==> config.mk <==
export PLATFORM = sky130hd
export DESIGN_NAME = alu_decode_stage
export DESIGN_NICKNAME = d
export VERILOG_FILES = /design/src/rtl/alu_pkg.sv /design/src/rtl/alu_imm_gen.sv /design/src/rtl/alu_decode_stage.sv
export SDC_FILE = /design/constraint.sdc
export NUM_CORES = 1
export LEC_CHECK = 0
export CAP_MARGIN = 25
export CORE_MARGIN = 8
export CORE_UTILIZATION = 58
export CTS_BUF_LIST = sky130_fd_sc_hd__clkbuf_2
export DETAILED_ROUTE_END_ITERATION = 8
export PLACE_DENSITY = 0.88
export SYNTH_ARGS = -nofsm -noshare
export SYNTH_HDL_FRONTEND = slang
export SYNTH_SLANG_ARGS = --single-unit
==> constraint.sdc <==
create_clock -name clk -period 5.69 [get_ports clk]
set_input_delay 0.8535 -clock clk [delete_from_list [all_inputs] [get_ports clk]]
set_output_delay 0.8535 -clock clk [all_outputs]
set_load 0.005 [all_outputs]
==> src/rtl/alu_pkg.sv <==
// alu_pkg: shared ALU operation codes, RV32I opcode constants and widths.
// Imported by the decode stage and the ALU.
package alu_pkg;

    localparam int XLEN      = 32;
    localparam int ALU_OP_W  = 4;
    localparam int REG_IDX_W = 5;

    typedef enum logic [ALU_OP_W-1:0] {
        ALU_ADD  = 4'b0000,
        ALU_SUB  = 4'b0001,
        ALU_AND  = 4'b0010,
        ALU_OR   = 4'b0011,
        ALU_XOR  = 4'b0100,
        ALU_SLL  = 4'b0101,
        ALU_SRL  = 4'b0110,
        ALU_SRA  = 4'b0111,
        ALU_SLTU = 4'b1000,
        ALU_SLT  = 4'b1001
    } alu_op_e;

    localparam logic [6:0] OPC_OP     = 7'b0110011;
    localparam logic [6:0] OPC_OP_IMM = 7'b0010011;
    localparam logic [6:0] OPC_LUI    = 7'b0110111;
    localparam logic [6:0] OPC_LOAD   = 7'b0000011;
    localparam logic [6:0] OPC_STORE  = 7'b0100011;

    // Immediate format selector for alu_imm_gen
    typedef enum logic [1:0] {
        IMM_NONE = 2'd0,
        IMM_I    = 2'd1,
        IMM_S    = 2'd2,
        IMM_U    = 2'd3
    } imm_sel_e;

    // funct3 -> ALU op; alt picks SUB on 000 and SRA on 101
    function automatic alu_op_e f3_to_alu_op(input logic [2:0] f3, input logic alt);
        case (f3)
            3'b000:  return alt ? ALU_SUB : ALU_ADD;
            3'b001:  return ALU_SLL;
            3'b010:  return ALU_SLT;
            3'b011:  return ALU_SLTU;
            3'b100:  return ALU_XOR;
            3'b101:  return alt ? ALU_SRA : ALU_SRL;
            3'b110:  return ALU_OR;
            default: return ALU_AND;
        endcase
    endfunction

endpackage

==> src/rtl/alu_imm_gen.sv <==
// alu_imm_gen: forms I/S/U immediates from the RV32I instruction word and
// sign-extends them to DATA_WIDTH. IMM_NONE yields zero.
module alu_imm_gen
    import alu_pkg::*;
#(
    parameter int DATA_WIDTH = 32
) (
    input  logic [31:7]           instr_hi,
    input  imm_sel_e              sel,
    output logic [DATA_WIDTH-1:0] imm
);

    logic [31:0] raw;

    // Select immediate format; all formats carry their sign in bit 31
    always_comb begin
        raw = '0;
        case (sel)
            IMM_I:   raw = {{20{instr_hi[31]}}, instr_hi[31:20]};
            IMM_S:   raw = {{20{instr_hi[31]}}, instr_hi[31:25], instr_hi[11:7]};
            IMM_U:   raw = {instr_hi[31:12], 12'b0};
            default: raw = '0;
        endcase
        imm = DATA_WIDTH'($signed(raw));
    end

endmodule

==> src/rtl/alu_decode_stage.sv <==
// alu_decode_stage: RV32I ALU decode with a main output register and one
// skid register, so in_ready is registered and never depends on out_ready.
// Optional feature: define ALU_DECODE_ILLEGAL_EN to add out_illegal.
module alu_decode_stage
    import alu_pkg::*;
#(
    parameter int DATA_WIDTH    = 32,
    parameter int OP_CODE_WIDTH = 4
) (
    input  logic                     clk,
    input  logic                     rst,
    input  logic                     in_valid,
    output logic                     in_ready,
    input  logic [DATA_WIDTH-1:0]    in_instr,
    output logic                     out_valid,
    input  logic                     out_ready,
    output logic [OP_CODE_WIDTH-1:0] out_alu_op,
    output logic [4:0]               out_rs1,
    output logic [4:0]               out_rs2,
    output logic [4:0]               out_rd,
    output logic [DATA_WIDTH-1:0]    out_imm,
    output logic                     out_src2_imm,
    output logic                     out_reg_write
`ifdef ALU_DECODE_ILLEGAL_EN
    ,
    output logic                     out_illegal
`endif
);

    typedef struct packed {
        logic [OP_CODE_WIDTH-1:0] alu_op;
        logic [4:0]               rs1;
        logic [4:0]               rs2;
        logic [4:0]               rd;
        logic [DATA_WIDTH-1:0]    imm;
        logic                     src2_imm;
        logic                     reg_write;
`ifdef ALU_DECODE_ILLEGAL_EN
        logic                     illegal;
`endif
    } bundle_t;

    logic [6:0] opcode;
    logic [2:0] funct3;
    alu_op_e    dec_op;
    imm_sel_e   imm_sel;
    logic [DATA_WIDTH-1:0] dec_imm;
    bundle_t    dec;

    assign opcode = in_instr[6:0];
    assign funct3 = in_instr[14:12];

    alu_imm_gen #(.DATA_WIDTH(DATA_WIDTH)) u_imm_gen (
        .instr_hi (in_instr[31:7]),
        .sel      (imm_sel),
        .imm      (dec_imm)
    );

`ifdef ALU_DECODE_ILLEGAL_EN
    logic [6:0] funct7;
    logic       f7_ok;
    assign funct7 = in_instr[31:25];
    assign f7_ok  = (funct7 == 7'b0000000) || (funct7 == 7'b0100000);
`endif

    // Combinational decode of the incoming instruction into a bundle
    always_comb begin
        dec_op        = ALU_ADD;
        imm_sel       = IMM_NONE;
        dec           = '0;
        dec.rs1       = in_instr[19:15];
        dec.rs2       = in_instr[24:20];
        dec.rd        = in_instr[11:7];
        case (opcode)
            OPC_OP: begin
                dec_op        = f3_to_alu_op(funct3, in_instr[30]);
                dec.reg_write = 1'b1;
`ifdef ALU_DECODE_ILLEGAL_EN
                dec.illegal   = !f7_ok;
`endif
            end
            OPC_OP_IMM: begin
                // ADDI has no SUB form; only the right shift uses bit 30
                dec_op        = f3_to_alu_op(funct3, (funct3 == 3'b101) && in_instr[30]);
                imm_sel       = IMM_I;
                dec.src2_imm  = 1'b1;
                dec.reg_write = 1'b1;
`ifdef ALU_DECODE_ILLEGAL_EN
                dec.illegal   = ((funct3 == 3'b001) && (funct7 != 7'b0000000)) ||
                                ((funct3 == 3'b101) && !f7_ok);
`endif
            end
            OPC_LUI: begin
                dec.rs1       = '0;
                imm_sel       = IMM_U;
                dec.src2_imm  = 1'b1;
                dec.reg_write = 1'b1;
            end
            OPC_LOAD: begin
                imm_sel       = IMM_I;
                dec.src2_imm  = 1'b1;
                dec.reg_write = 1'b1;
            end
            OPC_STORE: begin
                imm_sel       = IMM_S;
                dec.src2_imm  = 1'b1;
            end
            default: begin
`ifdef ALU_DECODE_ILLEGAL_EN
                dec.illegal   = 1'b1;
`endif
            end
        endcase
`ifdef ALU_DECODE_ILLEGAL_EN
        if (dec.illegal) dec.reg_write = 1'b0;
`endif
        if (dec.rd == 5'd0) dec.reg_write = 1'b0;
        dec.alu_op = OP_CODE_WIDTH'(dec_op);
        dec.imm    = dec_imm;
    end

    bundle_t main_q, main_d, skid_q, skid_d;
    logic    main_vld_q, main_vld_d, skid_vld_q, skid_vld_d;
    logic    in_fire, out_fire;

    assign in_ready = !skid_vld_q;
    assign in_fire  = in_valid && in_ready;
    assign out_fire = main_vld_q && out_ready;

    // Next-state for main/skid: main refills from skid first to keep order
    always_comb begin
        main_d     = main_q;
        main_vld_d = main_vld_q;
        skid_d     = skid_q;
        skid_vld_d = skid_vld_q;
        if (!main_vld_q || out_fire) begin
            if (skid_vld_q) begin
                main_d     = skid_q;
                main_vld_d = 1'b1;
                skid_vld_d = 1'b0;
            end else if (in_fire) begin
                main_d     = dec;
                main_vld_d = 1'b1;
            end else begin
                main_vld_d = 1'b0;
            end
        end else if (in_fire) begin
            skid_d     = dec;
            skid_vld_d = 1'b1;
        end
    end

    // State registers; reset drops any held bundles and zeroes payload
    always_ff @(posedge clk or posedge rst) begin
        if (rst) begin
            main_q     <= '0;
            skid_q     <= '0;
            main_vld_q <= 1'b0;
            skid_vld_q <= 1'b0;
        end else begin
            main_q     <= main_d;
            skid_q     <= skid_d;
            main_vld_q <= main_vld_d;
            skid_vld_q <= skid_vld_d;
        end
    end

    assign out_valid     = main_vld_q;
    assign out_alu_op    = main_q.alu_op;
    assign out_rs1       = main_q.rs1;
    assign out_rs2       = main_q.rs2;
    assign out_rd        = main_q.rd;
    assign out_imm       = main_q.imm;
    assign out_src2_imm  = main_q.src2_imm;
    assign out_reg_write = main_q.reg_write;
`ifdef ALU_DECODE_ILLEGAL_EN
    assign out_illegal   = main_q.illegal;
`endif

endmodule

==> results.sh <==
export IMPL_run_status="completed"
export IMPL_power_density_nw_per_um2=284
export IMPL_synth_edf_count=0
export IMPL_period_needed_ps=3250
export IMPL_synth_common_cells="113 x nand2_1, 108 x dfrtp_1, 52 x nor2_1"
export IMPL_critPathMaxFanout=47
export IMPL_period_share=0.570
export IMPL_whs_ps=514
export IMPL_vdd_drop_max_v=0.000160
export IMPL_cts_setup_buffers=0
export IMPL_port_buffers=90
export IMPL_worstPathCellList="buf_4 -> inv_2 -> clkdlybuf4s50_1"
export IMPL_synthesis_instances=511
export IMPL_cap_violations=0
export IMPL_cp_num_buf_inv=3
export IMPL_path_class="reg2out"
export IMPL_clk_latency_ps=580
export IMPL_crit_required_ps=4840
export IMPL_grt_overflow=0
export IMPL_drt_iter0_drc=341
export IMPL_setup_tns_ps=0
export IMPL_cts_tree="done"
export IMPL_fin_cells=694
export IMPL_drc=0
export IMPL_rows=33
export IMPL_dp_cells=677
export IMPL_ctsHtreeMaxLevel=3
export IMPL_syn_area_per_cell_sq_um=9.43
export IMPL_drive_above_1_share=0.0730
export IMPL_ant_nets=0
export IMPL_synth_top_area_share=0.561
export IMPL_drt_wirelength_per_cell_microns=18.5
export IMPL_ys_async_sr_fraction=1.00
export IMPL_synthFlopType="dfrtp_1"
export IMPL_finalHoldViolCount=0
export IMPL_io_pins=91
export IMPL_synth_most_common_cell="nand2_1"
export IMPL_n_antenna_cell=0
export IMPL_crit_path_top_delay_cell="clkdlybuf4s50_1"
export IMPL_yosys_area_top_type="dfrtp_1"
export IMPL_grt_max_degree=58
export IMPL_area_delta_synth_final_pct=21.9
export IMPL_hp_class="reg2reg"
export IMPL_synth_area_leaders="dfrtp_1 56%, nand2_1 8.8%, nor2_1 4.0%"
export IMPL_slew_headroom=0.391
export IMPL_start_util=0.593
export IMPL_nNetsFinal=620
export IMPL_syn_area_sq_um=4820
export IMPL_gp_congestion=0.842
export IMPL_ys_warn_count=0
export IMPL_worstSetupEndpointType="output port"
export IMPL_syn_num_nets=547
export IMPL_clockRootBuffer="clkbuf_2"
export IMPL_grt_pass1_wl_mm=21.1
export IMPL_vias_per_cell=6.10
export IMPL_layout_setup_ws_ps=2440
export IMPL_cp_arrival_ps=2390
export IMPL_clock_skew_final_ps=32.0
export IMPL_grt_pass1_vias=4278
export IMPL_dr_total_vias=4233
export IMPL_antenna_found_initial=0
export IMPL_cp_top_family="buffers and inverters"
export IMPL_die_y_microns=107
export IMPL_rsz0062_at_grt="no"
export IMPL_path_clk_slew_ps=270
export IMPL_setup_viol=0
export IMPL_worst_slew_pin_slew_ps=913
export IMPL_yosysSeqAreaShare=0.561
export IMPL_yosysUniqueCellTypes=40
export IMPL_p_leak_nw=2.41
export IMPL_core_sq_um=8130
export IMPL_pre_cts_ws_ps=2220
export IMPL_cts_sinks=108
export IMPL_max_freq_ghz=0.308
export IMPL_dieArea_sq_um=11500
export IMPL_die_w_microns=107
export IMPL_slowest_delay_ps=610
export IMPL_dr_pass1_iters=7
export IMPL_wirelength_mm=12.9
export IMPL_cts_buffers_inserted=9
export IMPL_cts_buffer_depth=2
export IMPL_drv_slew=0
export IMPL_critPathLaunchType="register"
export IMPL_grt_util_all_layers=0.227
export IMPL_place_hpwl_mm=8.98
export IMPL_yosys_register_bits=108
export IMPL_cts_resized=0
export IMPL_hold_buffers=0
[area by class of cell]
cell class | count | area [sq um]
sequential | 108 | 2700
fill | 592 | 2260
multi-input combinational | 363 | 1960
timing repair buffer | 98 | 968
tap | 105 | 131
clock inverter | 7 | 51.3
clock buffer | 9 | 45.0
inverter | 4 | 17.5
[worst register-to-register path, stage by stage (launching register included)]
cell and delay [ps]:
dfrtp_1 380, buf_4 480, nor2_1 190, nor2_2 610
buf_4 400, nand2_1 230, o211ai_1 280
[report_power, final]
group / internal, mW / leakage, nW / switching, mW / total, mW
Combinational: 0.206 / 0.991 / 0.198 / 0.404
Sequential: 0.880 / 1.37 / 0.0676 / 0.947
Clock: 0.0601 / 0.0587 / 0.258 / 0.318
Total: 1.15 / 2.41 / 0.524 / 1.67
[path summary, 6_finish.rpt]
path                       startpoint    endpoint  slack (ps)  cells past startpoint
min in group asynchronous         rst  out_rs2[3]         690                      2
hold / removal             skid_q[37]  skid_q[37]         510                      2
hold reg to reg            skid_q[37]  skid_q[37]         510                      2
max in group asynchronous         rst   skid_q[4]        3830                      3
setup / recovery           skid_vld_q    in_ready        2440                      3
setup reg to reg           skid_vld_q  out_imm[5]        3060                      6
[layout by cell type (no fill, tap or decap), types with 2 or more instances in the layout]
master,Yosys,layout
a2111oi_0,2,2
a211oi_1,9,9
a211oi_2,10,10
a21o_1,2,2
a21oi_1,31,31
buf_4,0,7
clkbuf_2,0,9
clkdlybuf4s50_1,0,90
clkinv_2,0,2
clkinvlp_4,0,2
dfrtp_1,108,108
inv_1,3,2
inv_6,0,2
mux2i_1,11,11
nand2_1,113,113
nand2b_1,2,2
nand3_1,22,22
nand3b_1,2,2
nor2_1,52,51
nor2_2,1,2
nor2b_1,2,2
nor3_1,19,19
o211ai_1,17,17
o21a_1,6,6
o21ai_0,36,36
o221ai_1,5,5
o31a_1,4,4
o41ai_1,2,2
or4_1,3,3
[logic make-up after synthesis]
family / count (synthesis) / share of synthesized area
compound gates: 130 / 0.184
buf+inv: 40 / 0.0345
flops: 108 / 0.561
mux: 11 / 0.0228
simple gates: 222 / 0.198
[metal layers]
layer / vias to the layer above / share of wire / GRT usage
li1: 1925 / - / -
met1: 2073 / 0.41 / 0.291
met2: 200 / 0.49 / 0.368
met3: 35 / 0.071 / 0.0342
met4: 0 / 0.030 / 0.116
met5: - / 0 / 0
[sequential cells by signal, indices dropped and copies added (netlist names)]
name           count
skid_q            53
out_rs1            5
out_src2_imm       1
out_alu_op         4
skid_vld_q         1
out_rs2            5
out_rd             5
out_imm           32
out_valid          1
out_reg_write      1
[per-stage QoR]
step	util	total power [mW]	cell area, sq um
after floorplan	-	1.14	4820
after global placement	0.708	1.34	5760
after detailed placement	0.708	1.36	5760
after CTS	0.720	1.67	5860
after global routing	0.722	1.75	5870
final	0.722	1.67	5870
Note: power is estimated with default switching activity, not from simulation.
